==> src/rtl/usb_tx_encoder.sv <==
// USB transmit line encoder: bit stuffing, NRZI and EOP generation onto D+/D-.
// Paces the upstream shifter with a one-cycle shift_strobe per consumed data bit.
module usb_tx_encoder #(
  parameter int unsigned CLKS_PER_BIT = 8,
  parameter int unsigned STUFF_LIMIT  = 6
) (
  input  logic clk,
  input  logic n_rst,
  input  logic tx_active,
  input  logic serial_in,
  input  logic eop,
  output logic shift_strobe,
  output logic stuffing,
  output logic d_plus,
  output logic d_minus,
  output logic tx_done
);

  localparam int unsigned CNT_W  = $clog2(CLKS_PER_BIT);
  localparam int unsigned ONES_W = $clog2(STUFF_LIMIT + 1);
  localparam logic [CNT_W-1:0]  CNT_MAX   = CNT_W'(CLKS_PER_BIT - 1);
  localparam logic [ONES_W-1:0] ONES_STUFF = ONES_W'(STUFF_LIMIT);

  typedef enum logic [2:0] {IDLE, DATA, STUFF, SE0_1, SE0_2, EOP_J} state_e;

  state_e             state_q, state_d;
  logic [CNT_W-1:0]   cnt_q, cnt_d;
  logic [ONES_W-1:0]  ones_q, ones_d;
  logic [ONES_W-1:0]  ones_inc;
  logic               level_q, level_d;
  logic               d_plus_q, d_plus_d;
  logic               d_minus_q, d_minus_d;
  logic               stuffing_q, stuffing_d;
  logic               tx_done_q, tx_done_d;
  logic               boundary;
  logic               data_level;

  assign boundary = (state_q != IDLE) && (cnt_q == CNT_MAX);
  assign ones_inc = ones_q + ONES_W'(1);

  // level_q is the NRZI line level, 1 = J
  always_comb begin
    state_d      = state_q;
    cnt_d        = (cnt_q == CNT_MAX) ? '0 : cnt_q + CNT_W'(1);
    ones_d       = ones_q;
    level_d      = level_q;
    d_plus_d     = d_plus_q;
    d_minus_d    = d_minus_q;
    stuffing_d   = stuffing_q;
    tx_done_d    = 1'b0;
    shift_strobe = 1'b0;
    data_level   = serial_in ? level_q : ~level_q;

    if ((state_q == DATA || state_q == STUFF) && !tx_active) begin
      // Abort is honoured on any cycle of a packet, not just at a boundary
      state_d    = IDLE;
      cnt_d      = '0;
      ones_d     = '0;
      level_d    = 1'b1;
      d_plus_d   = 1'b1;
      d_minus_d  = 1'b0;
      stuffing_d = 1'b0;
    end else begin
      unique case (state_q)
        IDLE: begin
          cnt_d      = '0;
          ones_d     = '0;
          level_d    = 1'b1;
          d_plus_d   = 1'b1;
          d_minus_d  = 1'b0;
          stuffing_d = 1'b0;
          if (tx_active) state_d = DATA;
        end
        DATA: begin
          if (boundary) begin
            stuffing_d = 1'b0;
            if (eop) begin
              state_d   = SE0_1;
              d_plus_d  = 1'b0;
              d_minus_d = 1'b0;
            end else begin
              shift_strobe = 1'b1;
              level_d      = data_level;
              d_plus_d     = data_level;
              d_minus_d    = ~data_level;
              ones_d       = serial_in ? ones_inc : '0;
              if (serial_in && ones_inc == ONES_STUFF) state_d = STUFF;
            end
          end
        end
        STUFF: begin
          if (boundary) begin
            level_d    = ~level_q;
            d_plus_d   = ~level_q;
            d_minus_d  = level_q;
            ones_d     = '0;
            stuffing_d = 1'b1;
            state_d    = DATA;
          end
        end
        SE0_1: begin
          if (boundary) state_d = SE0_2;
        end
        SE0_2: begin
          if (boundary) begin
            state_d   = EOP_J;
            level_d   = 1'b1;
            d_plus_d  = 1'b1;
            d_minus_d = 1'b0;
          end
        end
        EOP_J: begin
          if (boundary) begin
            tx_done_d = 1'b1;
            ones_d    = '0;
            state_d   = IDLE;
          end
        end
        default: state_d = IDLE;
      endcase
    end
  end

  always_ff @(posedge clk or negedge n_rst) begin
    if (!n_rst) begin
      state_q    <= IDLE;
      cnt_q      <= '0;
      ones_q     <= '0;
      level_q    <= 1'b1;
      d_plus_q   <= 1'b1;
      d_minus_q  <= 1'b0;
      stuffing_q <= 1'b0;
      tx_done_q  <= 1'b0;
    end else begin
      state_q    <= state_d;
      cnt_q      <= cnt_d;
      ones_q     <= ones_d;
      level_q    <= level_d;
      d_plus_q   <= d_plus_d;
      d_minus_q  <= d_minus_d;
      stuffing_q <= stuffing_d;
      tx_done_q  <= tx_done_d;
    end
  end

  assign d_plus   = d_plus_q;
  assign d_minus  = d_minus_q;
  assign stuffing = stuffing_q;
  assign tx_done  = tx_done_q;

endmodule

==> config.mk <==
export PLATFORM = sky130hd
export DESIGN_NAME = usb_tx_encoder
export DESIGN_NICKNAME = d
export VERILOG_FILES = /design/src/rtl/usb_tx_encoder.sv
export SDC_FILE = /design/constraint.sdc
export NUM_CORES = 1
export LEC_CHECK = 0
export BUFFER_PORTS_ARGS = -buffer_cell sky130_fd_sc_hd__buf_2
export CAP_MARGIN = 20
export CELL_PAD_IN_SITES_DETAIL_PLACEMENT = 1
export CELL_PAD_IN_SITES_GLOBAL_PLACEMENT = 2
export CORE_MARGIN = 5
export CORE_UTILIZATION = 37
export DETAILED_ROUTE_END_ITERATION = 8
export GPL_ROUTABILITY_DRIVEN = 0
export GPL_TIMING_DRIVEN = 0
export PLACE_DENSITY = 0.8
export SYNTH_ARGS = -nofsm -noshare
export SYNTH_HDL_FRONTEND = slang
export SYNTH_SLANG_ARGS = --single-unit
==> constraint.sdc <==
create_clock -name clk -period 5.43 [get_ports clk]
set_clock_uncertainty 0.15 [all_clocks]
set_input_delay 0.2715 -clock clk [delete_from_list [all_inputs] [get_ports clk]]
set_output_delay 0.2715 -clock clk [all_outputs]
set_load 0.05 [all_outputs]
==> results.tsv, run 1 <==
metric	value	unit
Bufs on Longest Clock Path	2	
DRC	0	
Post-Syn Area	882	um2
Max Slew Vio Count	0	
DRC marker count from the first detailed-route iteration	5	
CTS Hold Bufs	1	
Slew @ Worst Pin	343	ps
Synth Net Count	104	
vias in the first global route	757	
vias per cell	5.30	
sequential-to-total area share from yosys stat	0.400	
Synth Register Bits	14	
setup ws final	3080	ps
antenna-violating nets left	0	
Pwr Density	211	nW/um2
area grow syn2layout	14.3	%
share of cells above drive strength 1	0.229	
RSZ-0062 raised after global routing	false	
CP endpoint kind	primary output	
gr ovfl total	0	
Die H	58.8	um
period utilization	0.433	
Place WS	3380	ps
TritonCTS Buffers	3	
Worst path max stage delay	360	ps
Post-CTS Setup Inserts	0	
critical path arrival	1930	ps
root buffer cell	clkbuf_4	
Worst Hold Class	in -> reg	
Max VDD drop	0.000112	V
row count	17	
die width	58.8	um
Antenna diodes	0	
post-route insts no fill	137	
post-layout util	0.447	
clock sink count	14	
level count of the clock H-tree	1	
Global Route Usage Sum	0.133	
f_max	0.425	GHz
drt first pass iters	4	
LEAKAGE	0.498	nW
Cell Chain, Critical Path	ha_1, ha_1, buf_4, nand2_2, nor4_1, buf_2	
antenna violations before repair	0	
Worst-path clk slew	90	ps
Mapped Cells	95	
synth warn	0	
Fin. Hold Viols	0	
Slew HR	0.772	
DR vias	726	
placed insts	132	
final setup violation count	0	
Buf/Inv on CP	2	
cell family with most CP delay	buffers and inverters	
Post-Route WL	1990	um
crit-path most repeated cell	ha_1	
largest net degree at the start of global routing	15	
CP required	5010	ps
Mapped Avg Cell Area	9.29	um2
global-route wire length before repair	3580	um
status	complete, no violations	
Clock Latency Late Sink	280	ps
CP startpoint kind	flop	
post_cts resized	0	
Period minus WS final	2350	ps
Final #Nets	119	
commonest non-fill, non-tap cell in the layout	dfrtp_1	
most frequent cells in the layout	dfrtp_1, nor2_1, buf_2	
Initial Utilization	0.391	
Ports	10	
I/O Buffers	9	
wire per inst	14.5	um
max_cap viols	0	
synth unique cells	37	
die footprint	3460	um2
CP Class	reg -> out	
DP HPWL	1520	um
Core Box Area	2250	um2
total power draw	0.213	mW
post-route setup TNS	0	ps
slowest cell on the critical path	dfrtp_1	
CTS tree	done	
crit-path max FO	10	
tightest hold or removal path: stages:
cell and delay, ps:
buf_2 150, nand2_1 60, nand3_1 70, a21oi_1 60
state kept, by name (all words and copies together) (netlist names):
signal	flops
state_q	3
tx_done	1
level_q	1
d_plus	1
stuffing	1
ones_q	3
d_minus	1
cnt_q	3
report_power, final:
group / switching (mW) / internal, mW
sequential: 0.00236 / 0.107
clock: 0.0361 / 0.0408
combinational: 0.0158 / 0.0103
total: 0.0543 / 0.158
final timing paths:
| check | slack [ps] | end | start | cells past startpoint |
|---|---|---|---|---|
| setup reg to reg | 3570 | ones_q[0] | cnt_q[0] | 5 |
| hold / removal | 180 | level_q | tx_active | 4 |
| max in group asynchronous | 4570 | level_q | n_rst | 2 |
| min in group asynchronous | 270 | state_q[0] | n_rst | 2 |
| setup / recovery | 3080 | shift_strobe | cnt_q[0] | 6 |
| hold reg to reg | 300 | cnt_q[0] | cnt_q[0] | 1 |
through the flow:
| stage | hold WS, ps | instance area [um2] |
|---|---|---|
| floorplan | -174 | 882 |
| global placement | 43.5 | 962 |
| detailed placement | 47.9 | 962 |
| CTS | 175 | 1010 |
| global route | 191 | 1010 |
| finish | 183 | 1010 |
cells by family after synthesis:
group	share of synthesized area
AO/OA/AOI/OAI	0.187
adder cells (fa/ha/maj)	0.0567
XOR/XNOR	0.0298
AND/OR/NAND/NOR	0.250
flip-flops	0.400
multiplexers	0.0284
buffers and inverters	0.0482
synth_stat cells:
cell | instances | area share
o211a_4 | 1 | 0.020
a21boi_1 | 1 | 0.0085
mux2i_1 | 1 | 0.011
ha_1 | 4 | 0.057
nor2b_1 | 5 | 0.035
inv_1 | 3 | 0.013
buf_6 | 1 | 0.013
nand3_2 | 1 | 0.011
a22o_1 | 1 | 0.0099
dfrtp_1 | 12 | 0.34
nor2_1 | 11 | 0.047
and2b_1 | 1 | 0.0085
nor4_1 | 1 | 0.0071
o221ai_1 | 2 | 0.020
and3_1 | 1 | 0.0071
nor2b_4 | 1 | 0.016
nand2b_1 | 3 | 0.021
nor3b_1 | 1 | 0.0085
o32a_1 | 1 | 0.011
nand4b_1 | 1 | 0.0099
nor3_1 | 2 | 0.011
buf_2 | 1 | 0.0057
o21ai_0 | 2 | 0.011
o22a_1 | 1 | 0.0099
xnor2_1 | 2 | 0.020
nand3b_1 | 1 | 0.0085
xor2_1 | 1 | 0.0099
a32o_1 | 1 | 0.011
nand2_1 | 9 | 0.038
a21oi_1 | 7 | 0.040
dfstp_2 | 2 | 0.060
a21o_1 | 2 | 0.017
nand2_2 | 2 | 0.014
nand3_1 | 1 | 0.0057
buf_4 | 2 | 0.017
o21ai_1 | 5 | 0.028
mux2_4 | 1 | 0.017
routing by layer:
metal | track usage | share of wire | wire [um]
met5 | 0 | 0 | 0
met4 | 0.0388 | 0.0071 | 14
met3 | 0.0197 | 0.032 | 64
met2 | 0.229 | 0.49 | 981
met1 | 0.171 | 0.47 | 924
cell type report:
| cell class | count | area (um2) |
|---|---|---|
| buffer | 4 | 31.3 |
| clock buffer | 4 | 36.3 |
| timing repair buffer | 10 | 55.1 |
| fill | 285 | 1250 |
| tap | 28 | 35.0 |
| inverter | 3 | 11.3 |
| sequential | 14 | 353 |
| multi-input combinational | 74 | 487 |
No activity file was read; power rests on OpenSTA's default activity.
==> run 2, diff against run 1 <==
- CORE_UTILIZATION: 37 -> 35
- PLACE_DENSITY: 0.8 -> 0.77
- clock period: 5.43 -> 2.4 ns (I/O delays scaled with it)
==> run 2 against run 1 <==
  * Hold slack got worse by 130 ps
  * Global-route usage is 0.92 points higher
  * Wire length rose by 6.5%
  * First-iteration DRC count rose by 140%
  * Critical endpoint unchanged
  * Largest cell class unchanged
  * Largest power group unchanged
  * Highest routed layer unchanged
==> results.tsv, run 2 (synthesis results as in run 1) <==
metric	value	unit	change
Fin. Hold Viols	0		unchanged
Bufs on Longest Clock Path	2		unchanged
Slew @ Worst Pin	329	ps	-14.2 ps
global-route wire length before repair	3770	um	+5.4%
die footprint	3620	um2	+4.7%
most frequent cells in the layout	dfrtp_1, nor2_1, buf_2		
drt first pass iters	4		unchanged
Area after DPL	971	um2	+0.91%
row count	18		+1
DP HPWL	1580	um	+3.8%
CTS tree	done		
post-route setup TNS	0	ps	unchanged
Ports	10		unchanged
Post-Route WL	2120	um	+6.5%
Antenna diodes	0		unchanged
final setup violation count	0		unchanged
CP Class	reg -> out		
Period minus WS final	2200	ps	
crit-path most repeated cell	ha_1		
Max VDD drop	0.000279	V	+150%
Initial Utilization	0.359		-0.0319
Global Route Usage Sum	0.142		+0.00919
Max Slew Vio Count	0		unchanged
CTS Hold Bufs	1		unchanged
Worst Hold Class	in -> reg		
DRC	0		unchanged
vias per cell	5.32		+0.33%
CP required	2130	ps	-2880 ps
antenna violations before repair	0		unchanged
I/O Buffers	9		unchanged
Worst-path clk slew	80	ps	about the same
post_cts resized	0		unchanged
slowest cell on the critical path	dfrtp_1		
Post-CTS Setup Inserts	0		unchanged
antenna-violating nets left	0		unchanged
CP endpoint kind	primary output		
LEAKAGE	0.492	nW	-1.1%
wire per inst	15.2	um	+5.0%
status	complete, no violations		
Slew HR	0.780		+0.00865
Final #Nets	119		unchanged
DR vias	739		+1.8%
die width	60.2	um	+2.3%
crit-path max FO	10		unchanged
DRC marker count from the first detailed-route iteration	12		+7
Pwr Density	446	nW/um2	+110%
fin area	1010	um2	-0.12%
Largest regs	cnt_q (3), ones_q (3), state_q (3)		
Core Box Area	2450	um2	+8.9%
share of cells above drive strength 1	0.229		unchanged
largest net degree at the start of global routing	15		unchanged
RSZ-0062 raised after global routing	false		
root buffer cell	clkbuf_4		
f_max	0.455	GHz	
vias in the first global route	797		+5.3%
Worst path max stage delay	360	ps	about the same
TritonCTS Buffers	3		unchanged
post-route insts no fill	139		+1.5%
Clock Latency Late Sink	280	ps	about the same
max_cap viols	0		unchanged
area grow syn2layout	14.2	%	
period utilization	0.916		
CP startpoint kind	flop		
commonest non-fill, non-tap cell in the layout	dfrtp_1		
register-to-register path setup slack	550	ps	-3020 ps
Cell Chain, Critical Path	ha_1, ha_1, buf_4, nand2_2, nor4_2, buf_2		
gr ovfl total	0		unchanged
level count of the clock H-tree	1		unchanged
Die H	60.2	um	+2.3%
clock sink count	14		unchanged
placed insts	134		+1.5%
critical path arrival	1930	ps	about the same
run 2: cell types whose count changed in the layout (fill, tap and decap cells not counted):
cell,before,now
clkbuf_8,1,0
nor4_2,0,1
nor4_1,1,0
clkbuf_1,0,1
run 2: stage by stage:
stage	hold slack [ps]	power [mW]	worst slack, ps	util
2_1_floorplan	-326	0.290	234	-
3_3_place_gp	-111	0.310	557	0.396
3_5_place_dp	-111	0.311	516	0.396
4_1_cts	47.0	0.460	172	0.410
5_1_grt	77.0	0.477	9.43	0.410
6_report	57.0	0.449	201	0.410
run 2: cell type report:
cell class / count / area (um2)
fillers: 301 / 1450
plain buffers: 4 / 31.3
repair buffers: 10 / 55.1
clock buffers: 4 / 26.3
inverters: 3 / 11.3
flip-flops and latches: 14 / 353
well taps: 30 / 37.5
multi-input cells: 74 / 493
run 2: routing by layer:
layer,vias to the layer above,track usage,part of all wire
li1,361,-,-
met1,363,0.184,0.48
met2,10,0.236,0.47
met3,5,0.0194,0.032
met4,0,0.0570,0.017
met5,-,0,0
run 2: worst max-delay path, delay by kind of cell (launching register included):
| family | cells | cell delay (ps) |
|---|---|---|
| adders and majority gates | 2 | 440 |
| buffers and inverters | 2 | 530 |
| DFF | 1 | 360 |
| and+or+nand+nor | 2 | 310 |
run 2: where the power goes:
part	total, mW	switching [mW]	internal [mW]
logic	0.0599	0.0365	0.0234
clock network	0.142	0.0770	0.0645
registers	0.248	0.00529	0.242
total	0.449	0.119	0.330
run 2: final timing paths:
path,to,start,cells after the start
max,shift_strobe,cnt_q[0],6
min,level_q,tx_active,4
max reg2reg,ones_q[0],cnt_q[0],5
min reg2reg,cnt_q[0],cnt_q[0],1
max in group asynchronous,level_q,n_rst,2
min in group asynchronous,ones_q[2],n_rst,2
